$ cat src/rtl/nco_pkg.sv
// nco_pkg: shared parameters, config-select codes and channel-index width helper for the TDM NCO scheduler
package nco_pkg;
  localparam int NCH = 4;
  localparam int FSZ = 24;
  localparam int PSZ = 12;
  localparam int OSZ = 14;
  localparam int LAT = 3;
  localparam logic CFG_FREQ = 1'b0;
  localparam logic CFG_OFF = 1'b1;
  function automatic int ch_w(input int n);
    return (n > 1) ? $clog2(n) : 1;
  endfunction
endpackage

$ cat src/rtl/nco_tag_pipe.sv
// nco_tag_pipe: DEPTH-stage valid/channel shift register that tags sine results with their channel
module nco_tag_pipe #(
  parameter int CW = 2,
  parameter int DEPTH = 4
) (
  input  logic          clk,
  input  logic          reset,
  input  logic          vld_i,
  input  logic [CW-1:0] ch_i,
  output logic          vld_o,
  output logic [CW-1:0] ch_o
);
  logic [DEPTH-1:0] vld_q;
  logic [CW-1:0]    ch_q [DEPTH];
  always_ff @(posedge clk) begin
    vld_q <= reset ? '0 : {vld_q[DEPTH-2:0], vld_i};
    ch_q[0] <= ch_i;
    for (int i = 1; i < DEPTH; i++) ch_q[i] <= ch_q[i-1];
  end
  assign vld_o = vld_q[DEPTH-1];
  assign ch_o  = ch_q[DEPTH-1];
endmodule

$ cat src/rtl/nco_tdm_sched.sv
// nco_tdm_sched: round-robin phase-accumulator bank feeding a shared sine unit, with channel-tagged result capture
module nco_tdm_sched
  import nco_pkg::*;
#(
  parameter int NCH = nco_pkg::NCH,
  parameter int FSZ = nco_pkg::FSZ,
  parameter int PSZ = nco_pkg::PSZ,
  parameter int OSZ = nco_pkg::OSZ,
  parameter int LAT = nco_pkg::LAT,
  localparam int CW = ch_w(NCH)
) (
  input  logic                  clk,
  input  logic                  reset,
  input  logic                  en,
  input  logic                  sync_clr,
  input  logic                  cfg_we,
  input  logic                  cfg_sel,
  input  logic [CW-1:0]         cfg_ch,
  input  logic [FSZ-1:0]        cfg_data,
  output logic [PSZ-1:0]        sine_phs,
  input  logic signed [OSZ-1:0] sine_d,
  output logic signed [OSZ-1:0] dout,
  output logic [CW-1:0]         dout_ch,
  output logic                  dout_vld,
  output logic                  frame
);
  logic [CW-1:0]  slot_q, slot_d;
  logic [FSZ-1:0] acc_q [NCH];
  logic [FSZ-1:0] freq_q [NCH];
  logic [PSZ-1:0] off_q [NCH];
  logic [PSZ-1:0] phs_q, phs_d;
  logic           issue, t_vld;
  logic [CW-1:0]  t_ch;
  assign issue = en & ~sync_clr;
  always_comb begin
    phs_d  = issue ? acc_q[slot_q][FSZ-1 -: PSZ] + off_q[slot_q] : phs_q;
    slot_d = sync_clr ? '0 : !issue ? slot_q : (slot_q == CW'(NCH-1)) ? '0 : slot_q + CW'(1);
  end
  always_ff @(posedge clk) begin
    if (reset) begin
      for (int i = 0; i < NCH; i++) begin
        acc_q[i]  <= '0;
        freq_q[i] <= '0;
        off_q[i]  <= '0;
      end
      slot_q   <= '0;
      phs_q    <= '0;
      dout     <= '0;
      dout_ch  <= '0;
      dout_vld <= 1'b0;
      frame    <= 1'b0;
    end else begin
      slot_q <= slot_d;
      phs_q  <= phs_d;
      if (sync_clr) begin
        for (int i = 0; i < NCH; i++) acc_q[i] <= '0;
      end else if (issue) begin
        acc_q[slot_q] <= acc_q[slot_q] + freq_q[slot_q];
      end
      if (cfg_we && cfg_sel == CFG_FREQ) freq_q[cfg_ch] <= cfg_data;
      if (cfg_we && cfg_sel == CFG_OFF) off_q[cfg_ch] <= cfg_data[PSZ-1:0];
      dout_vld <= t_vld;
      frame    <= t_vld && t_ch == CW'(NCH-1);
      if (t_vld) begin
        dout    <= sine_d;
        dout_ch <= t_ch;
      end
    end
  end
  assign sine_phs = phs_q;
  nco_tag_pipe #(.CW(CW), .DEPTH(LAT + 1)) u_tag (
    .clk   (clk),
    .reset (reset),
    .vld_i (issue),
    .ch_i  (slot_q),
    .vld_o (t_vld),
    .ch_o  (t_ch)
  );
endmodule

$ cat config.mk
export PLATFORM = sky130hd
export DESIGN_NAME = nco_tdm_sched
export DESIGN_NICKNAME = d
export VERILOG_FILES = /design/src/rtl/nco_pkg.sv /design/src/rtl/nco_tag_pipe.sv /design/src/rtl/nco_tdm_sched.sv
export SDC_FILE = /design/constraint.sdc
export NUM_CORES = 1
export LEC_CHECK = 0
export BUFFER_PORTS_ARGS = -buffer_cell sky130_fd_sc_hd__buf_2
export CAP_MARGIN = 20
export CELL_PAD_IN_SITES_DETAIL_PLACEMENT = 0
export CELL_PAD_IN_SITES_GLOBAL_PLACEMENT = 1
export CORE_MARGIN = 8
export CORE_UTILIZATION = 34
export CTS_CLUSTER_DIAMETER = 120
export DETAILED_ROUTE_END_ITERATION = 10
export PLACE_DENSITY = 0.66
export SLEW_MARGIN = 20
export SYNTH_ARGS = -nofsm -noshare
export SYNTH_HDL_FRONTEND = slang
export SYNTH_SLANG_ARGS = --single-unit
$ cat constraint.sdc
create_clock -name clk -period 4.4 [get_ports clk]
set_clock_uncertainty 0.15 [all_clocks]
set_input_delay 0 -clock clk [delete_from_list [all_inputs] [get_ports clk]]
set_output_delay 0 -clock clk [all_outputs]
set_load 0.03 [all_outputs]
==> results.md, run 1 <==
- Across the VDD grid, the largest voltage drop is 0.000296 V.
- The mapped netlist covers 13600 um2.
- The worst register-to-register path ends at acc_q[1][17].
- The critical setup path kind is register to register.
- The final RePlAce weighted congestion is 0.817.
- The number of placed instances, taps included is ~1600.
- The post-route non-filler standard cell count is approximately 1700.
- The share of the synthesized area in the top cell type is 0.530.
- The via density per instance is 4.99.
- The share of the Yosys chip area taken by registers is 0.597.
- Of all nets on the critical path, the largest fanout is 26.
- For this configuration, the core starts out at a cell density of 0.343.
- The floorplan die width is 216 um.
- The final antenna diode count is 0.
- Summing over every cut layer, the via total after detailed routing is 8529.
- The worst path needs 3.69 ns of the cycle, external delays included.
- After clock tree synthesis, the clock-pin slew on the worst setup and hold paths is 0.05 ns.
- Data on the critical path is required at its endpoint by around 4.5 ns.
- The total clock sinks is between 200 and 300.
- The TritonCTS buffer count is 35.
- The total routing usage reported by global routing is 0.147.
- The number of buffers on the longest clock path is 3.
- The worst min-delay path class is primary input to register.
- Entering global routing, the biggest net connects 61 pins.
- Data arrives at the worst endpoint at approximately 3.8 ns.
- The remaining number of nets flagged by the antenna check after routing is 0.
- For the pin with the worst max-slew slack, the measured transition is 1.03 ns.
- For hold timing, the worst endpoint is dout[9].
- The via count of the first global-routing pass is 9003.
- The proportion of layout cells with a drive suffix above 1 is 0.198.
- The final count of pins violating max slew is 0.
- The final setup violation count is 0.
- The hold-critical path depth is 4.
- The number of endpoints with negative hold slack in the final report is 0.
- Setup slack on the worst reg-to-reg path comes out at 0.71 ns.
- The type of element capturing the critical path is a register.
- The root cell of the clock tree is clkbuf_16.
- The most used flip-flop cell after synthesis is edfxtp_1.
- The final layout contains routed wiring with a total length of 34.0 mm.
- Setup repair after global routing left no endpoint under its margin.
- The die height is 216 um.
- The clock network latency to the later pin of the worst-skew pair is approximately 0.54 ns.
- By count the netlist is led by 240 x edfxtp_1, 152 x and2_1, 103 x nor2_1.
- In this run, synthesis produced a sequential element count of 286.
- The count of different cell masters after synthesis is 54.
- The hold path startpoint is sine_d[9].
- The worst register-to-register path has a depth of 9.
- The number of nets in the layout is 1248.
- The die covers between 40000 and 50000 um2.
- The number of antenna violations at the first check in global routing is 0.
- The area of the placeable core is 39600 um2.
- Of all flip-flops after synthesis, the portion carrying an async set or reset was 0.
- The power density normalized to cell area is 420 nW/um2.
- The area growth from synthesis to layout is 20.3%.
- The total congestion overflow is 0.
- The first detailed-routing pass ran for 5 iterations.
- The worst relative slew slack is 0.313.
- The sort of element at the start of the critical path is a register.
- In the final timing run, aggregate negative setup slack is 0 ns.
- Each instance of the synthesized netlist takes up on average 13.3 um2.
- The number of enable flip-flop cells after synthesis is 240.
- The synthesis warning total is 0.
- Of the available clock period, the critical path in the final layout requires 0.839.
- The number of instances resized during post-cts repair is 0.
- The maximum operating frequency is 271 MHz.
- Ranked by total cell area, the synthesized netlist is headed by edfxtp_1 53%, mux4_2 9.9%, and2_1 7.0%, dfxtp_1 6.8%, ha_1 3.5%.
- The maximum level of the CTS H-tree is 2.
- Synthesis produced a netlist with a net count of 1106.
- 76 I/O pins were placed.
- The first-pass GRT wire length is 52.7 mm.
- Port buffering added 75 buffers.
- The cell leakage power is 0.00618 uW.
- The synthesized netlist cell count is 1020.
- The count of maximum capacitance violations is 0.
- The number of buffers inserted by post-CTS setup repair is 0.
- The run finished with clean final reports.
- The largest total area in the synthesized netlist belongs to edfxtp_1.
- The violation count after the first detailed-routing iteration is 496.
- The row count is 73.
- The cell with the most instances after synthesis is edfxtp_1.
- The wire-length estimate of the detail-placed layout is about 23 mm.
- The clock tree from TritonCTS is done.
- In the routed design, unresolved DRC markers number 0.
- After detailed routing, the average wire length per cell comes to 19.9 um.
## report_power, final
part / switching (uW) / internal [uW] / total (uW)
clock network: 1120 / 1660 / 2780
logic: 583 / 369 / 951
registers: 50.5 / 3090 / 3140
total: 1750 / 5120 / 6870
## how the worst max path moves through the flow
stage	start	endpoint	slack, ns	cells after the start
6_report	register	acc_q[1][17]	0.71	9
5_1_grt	register	acc_q[2][19]	0.44	9
4_1_cts	register	acc_q[2][19]	0.64	9
3_5_place_dp	register	acc_q[3][23]	0.65	9
3_3_place_gp	register	acc_q[1][17]	0.68	9
2_1_floorplan	register	sine_phs[10]	0.84	12
## flip-flops by register name, indices dropped and copies added (netlist names), named ones only
signal,count
dout_vld,1
sine_phs,12
frame,1
dout_ch,2
u_tag.ch_q,8
dout,14
u_tag.vld_q,4
acc_q,96
off_q,48
freq_q,96
slot_q,2
## timing repair
action                                 in CTS  in global routing
endpoints found under the hold margin     245                  0
setup endpoints to repair                   0                  0
hold buffers                               59                  0
## stage by stage
stage                     setup WS [ns]  total power, uW   util  cell area [um2]  hold slack [ns]
final                             0.709             6870  0.413            16400            0.146
after global routing              0.436             7150  0.413            16400            0.148
after CTS                         0.641             6960  0.413            16400            0.117
after detailed placement          0.651             4130  0.370            14700           0.0944
after global placement            0.679             4120  0.370            14700           0.0861
after floorplan                   0.837             3830      -            13600          -0.0608
## layer usage
layer | share of wire | global-route usage | vias up | wire (um)
met5 | 0 | 0 | - | 0
met4 | 0.032 | 0.0593 | 0 | 1100
met3 | 0.038 | 0.0248 | 60 | 1290
met2 | 0.50 | 0.251 | 168 | 16900
met1 | 0.43 | 0.182 | 4232 | 14800
li1 | - | - | 4069 | -
## layout by cell type, fill, tap and decap left out, types with 9 or more instances in the layout
cell type | Yosys | final
edfxtp_1 | 240 | 240
and2_1 | 152 | 152
nor2_1 | 103 | 101
buf_2 | 11 | 75
mux4_2 | 60 | 60
dlygate4sd3_1 | 0 | 59
nand2_1 | 57 | 57
dfxtp_1 | 46 | 44
ha_1 | 38 | 38
clkbuf_16 | 0 | 37
a21oi_1 | 31 | 31
mux2i_1 | 28 | 28
nor3_1 | 27 | 26
buf_4 | 0 | 23
o21ai_0 | 24 | 21
nand3_1 | 20 | 20
xnor2_1 | 13 | 13
a21o_1 | 12 | 12
nand2b_1 | 10 | 10
clkbuf_1 | 38 | 10
inv_1 | 9 | 9
## cell type report
| type | instances | area, um2 |
|---|---|---|
| multi-input cells | 671 | 5260 |
| repair buffers | 159 | 1180 |
| clock inverters | 12 | 134 |
| inverters | 9 | 33.8 |
| clock buffers | 47 | 963 |
| well taps | 525 | 657 |
| fillers | 3738 | 23300 |
| flip-flops and latches | 286 | 8130 |
## cell families (layout without fill, tap and decap cells)
group | count (synthesis) | after routing | share of synthesized area
mux | 89 | 89 | 0.121
flops | 286 | 286 | 0.597
fa+ha+maj | 40 | 40 | 0.0379
xor+xnor | 21 | 21 | 0.0135
simple gates | 404 | 404 | 0.153
buf+inv | 63 | 227 | 0.0189
compound gates | 117 | 117 | 0.0583
## worst max-delay path, stage by stage (launching register included)
cell and delay [ns]:
dfxtp_4 0.72, buf_4 0.29, mux4_2 0.57, ha_1 0.40, nand2_1 0.17, o21ai_0 0.24
nor3_1 0.09, a21oi_2 0.30, mux2i_1 0.37, nor3_1 0.09
(Power assumes the default switching activity.)
==> run 2, diff against run 1 <==
--- a/config.mk
+++ b/config.mk
@@ -5,6 +5,7 @@
 export SDC_FILE = /design/constraint.sdc
 export NUM_CORES = 1
 export LEC_CHECK = 0
+export ABC_AREA = 1
 export BUFFER_PORTS_ARGS = -buffer_cell sky130_fd_sc_hd__buf_2
 export CAP_MARGIN = 20
 export CELL_PAD_IN_SITES_DETAIL_PLACEMENT = 0
@@ -13,7 +14,7 @@
 export CORE_UTILIZATION = 34
 export CTS_CLUSTER_DIAMETER = 120
 export DETAILED_ROUTE_END_ITERATION = 10
-export PLACE_DENSITY = 0.66
+export PLACE_DENSITY = 0.72
 export SLEW_MARGIN = 20
 export SYNTH_ARGS = -nofsm -noshare
 export SYNTH_HDL_FRONTEND = slang
==> constraint.sdc (replaced) <==
create_clock -name clk -period 3.35 [get_ports clk]
set_clock_uncertainty 0.15 [all_clocks]
set_input_delay 0 -clock clk [delete_from_list [all_inputs] [get_ports clk]]
set_output_delay 0 -clock clk [all_outputs]
set_load 0.03 [all_outputs]
==> results.md, run 2 <==
- The run finished with clean final reports.
- The share of the synthesized area in the top cell type was 0.515 (-0.0143).
- The TritonCTS buffer count is 31 (-11%).
- The worst relative slew slack is 0.357 (+0.0437).
- The area taken by flip-flops and latches is 8130 um2 (unchanged).
- The synthesis-to-layout area growth is 18.4%.
- The setup path with the least slack is of type register to register.
- The number of endpoints with negative hold slack in the final report is 0 (unchanged).
- The total nets after synthesis is 1638 (+48%).
- The synthesized netlist cell count is 1552 (+52%).
- In the final layout, the registers with the most flip-flops are acc_q x96, freq_q x96, off_q x48.
- The sequential area share after synthesis came to 0.581 (-0.0161).
- The synthesis warning total came to 0 (unchanged).
- The final worst-path cycle share is 0.913 (+0.0737).
- The via count of the first global-routing pass is 10500 (+17%).
- The dominant synthesized flop cell is edfxtp_1.
- The multi-input logic area is 5040 um2 (-4.2%).
- The share of power burned in the clock network is 0.364 (-0.040).
- The final routed wire length divided by cell count was 17.2 um (-14%).
- The total routing usage reported by global routing came to 0.158 (+0.0112).
- The total clock sinks is 286 (unchanged).
- STA classifies the critical path startpoint as a register.
- The final RePlAce weighted congestion was 0.861 (+5.4%).
- The data required time at the worst endpoint came to 3.49 ns (-1.02 ns).
- The final-layout fill cell count was 4033 (+7.9%).
- The number of buffers and inverters on the critical path is 2 (+1).
- The switching portion of total power came to 0.275 (+0.0200).
- The die height is 219 um (+1.3%).
- The signal on the critical path passes through buf_16, o21ai_0, o22ai_1, ha_1, nand2_2, inv_1, nand2_1, nand2_1, a21oi_1, nand2_2, xnor2_2, nor2_1.
- The top fanout value on the critical path is 120 (+360%).
- The cell internal power dissipation is 6430 uW (+26%).
- The clock network latency to the later pin of the worst-skew pair is 0.57 ns (+0.03 ns).
- The floorplan die width is 219 um (+1.3%).
- The number of buffers inserted by post-CTS setup repair is 0 (unchanged).
- The number of antenna violations at the first check in global routing is 1 (+1).
- The count of TritonRoute iterations in the first routing pass came to 5 (unchanged).
- The cell type with the largest total area after synthesis is edfxtp_1.
- The setup TNS was 0 ns (unchanged).
- The cell family contributing the most delay on the critical path is compound AO/OA/AOI/OAI gates.
- The final count of pins violating max slew was 0 (unchanged).
- The pin count of the biggest net entering global routing is 121 (+98%).
- The final setup violation count is 0 (unchanged).
- The count of maximum capacitance violations is 0 (unchanged).
- The maximum operating frequency is 327 MHz (+21%).
- In the layout the commonest cells are 419 x nor2_1, 242 x nand2_1, 240 x edfxtp_1.
- The average size of a mapped cell is 9.01 um2 (-32%).
- The number of buffers on the longest clock path is 3 (unchanged).
- The port buffer count is 75 (unchanged).
- The commonest cells after synthesis are 419 x nor2_1, 242 x nand2_1, 240 x edfxtp_1.
- The worst endpoint data arrival time is 3.20 ns (-0.60 ns).
- The number of nets in the layout came to 1760 (+41%).
- Sorting the synthesized cells by area gives the leading types as edfxtp_1 52%, nor2_1 11%, dfxtp_1 6.6%, nand2_1 6.5%, o21ai_0 5.3%.
- The total congestion overflow is 0 (unchanged).
- The async set-or-reset flop fraction in the synthesized netlist was 0 (unchanged).
- The final routed wirelength across all metal layers is 38.4 mm (+13%).
- The HPWL reported at the end of detailed placement is 25.1 mm (+11%).
- The type of element capturing the critical path is a register.
- Setup repair after global routing left no endpoint under its margin.
- The sequential power share is 0.464 (+0.007).
- The initial standard-cell utilization of the core came to 0.343 (about the same).
- The via total after detailed routing is 10800 (+27%).
- The time the final worst path needs with I/O delays and setup was 3.06 ns (-0.634 ns).
- The remaining number of nets flagged by the antenna check after routing is 0 (unchanged).
- The most frequent standard cell in the layout excluding fill and tap cells is nor2_1.
- The path class of the tightest hold or removal check is primary input to register.
- The final hold slack was 0.0514 ns (-0.0943 ns).
- The slew of the pin with the lowest slew margin is 0.963 ns (-0.0656 ns).
- The synthesized flop and latch total came to 286 (unchanged).
- The floorplan die area is 47900 um2 (+2.6%).
- The worst-path cell with the longest stage delay is dfxtp_4.
- The delay of the slowest critical-path stage is 0.38 ns (-0.34 ns).
- The maximum level of the CTS H-tree is 1 (-1).
- The clock tree from TritonCTS is done.
- The area of the placeable core is 40700 um2 (+2.8%).
- The total power was 8870 uW (+29%).
- The worst voltage drop across the vdd grid is 0.000327 V (+10%).
- The power density normalized to cell area is 536 nW/um2 (+28%).
- The switching power of the nets is 2440 uW (+39%).
- The cell leakage power is 0.00707 uW (+14%).
- The violation count after the first detailed-routing iteration is 822 (+66%).
- The top-level port count is 76 (unchanged).
- The row count is 74 (+1.4%).
- The number of enable flip-flop cells after synthesis is 240 (unchanged).
- The via density per instance is 4.84 (-3.0%).
- The final core utilization is 0.406 (-0.00655).
- The cell area after synthesis is 14000 um2 (+2.8%).
- The first-pass GRT wire length was 59.0 mm (+12%).
- The part of the total power dissipated in combinational logic came to 0.171 (+0.033).
- CTS placed an instance of clkbuf_16 at the clock tree root.
- The clock edge transition at the registers on the reported setup and hold paths is 0.06 ns (about the same).
- The post-detailed-route DRC marker count is 0 (unchanged).
- The count of different cell masters after synthesis is 34 (-37%).
- The proportion of layout cells with a drive suffix above 1 is 0.113 (-0.0853).
- The cell with the most instances after synthesis is nor2_1.
## run 2: worst reg2reg max path, delay by kind of cell, from the launching register on
| family | cells | cell delay, ns |
|---|---|---|
| XOR/XNOR | 1 | 0.23 |
| buffers and inverters | 2 | 0.41 |
| AO/OA/AOI/OAI | 3 | 0.79 |
| AND/OR/NAND/NOR | 5 | 0.45 |
| adder cells (fa/ha/maj) | 1 | 0.38 |
| flip-flops | 1 | 0.38 |
## run 2: power groups by stage
stage,registers [uW],clock network (uW),logic (uW)
CTS,4120,3300,1520
floorplan,4210,0,998
global placement,4190,0,1460
detailed placement,4190,0,1470
finish,4120,3230,1520
global route,4140,3430,1710
## run 2: path summary, 6_finish.rpt
path	slack, ns	end	start	cells past startpoint
setup / recovery	0.29	acc_q[3][15]	register	12
hold / removal	0.05	dout[9]	sine_d[9]	4
setup reg to reg	0.29	acc_q[3][15]	register	12
hold reg to reg	0.17	u_tag.ch_q[1][1]	u_tag.ch_q[0][1]	0
## run 2: layer usage
metal / track usage / vias up / wire length [um]
met4: 0.0398 / 2 / 879
met5: 0 / - / 13
li1: - / 5416 / -
met2: 0.270 / 224 / 18300
met3: 0.0200 / 52 / 1700
met1: 0.210 / 5101 / 17500
## run 2: area by class of cell
class | instances | share of cell area
antenna | 1 | 0.000151
clock inverter | 13 | 0.00529
tap | 532 | 0.0402
timing repair buffer | 161 | 0.0739
clock buffer | 43 | 0.0528
inverter | 138 | 0.0315
multi-input combinational | 1056 | 0.305
sequential | 286 | 0.491
## run 2: logic make-up (layout without fill, tap and decap cells)
logic type	count (synthesis)	in the layout	synth area share
buffers and inverters	210	355	0.0605
XOR/XNOR	14	14	0.00931
adder cells (fa/ha/maj)	40	40	0.0369
other	0	1	0
AND/OR/NAND/NOR	773	773	0.224
flip-flops	286	286	0.581
AO/OA/AOI/OAI	229	229	0.0885
## run 2: repair_timing
| item | 4_1_cts | 5_1_grt |
|---|---|---|
| setup endpoints to repair | 0 | 22 |
| resized for setup | 0 | 6 |
| endpoints found under the hold margin | 205 | 0 |
| hold buffers | 48 | 0 |
## run 2: through the flow
step	instances	area (um2)	setup slack, ns
3_3_place_gp	2125	15100	0.280
2_1_floorplan	1552	14000	0.632
4_1_cts	2229	16500	0.198
5_1_grt	2229	16500	0.0139
3_5_place_dp	2125	15100	0.236
6_report	2230	16500	0.293
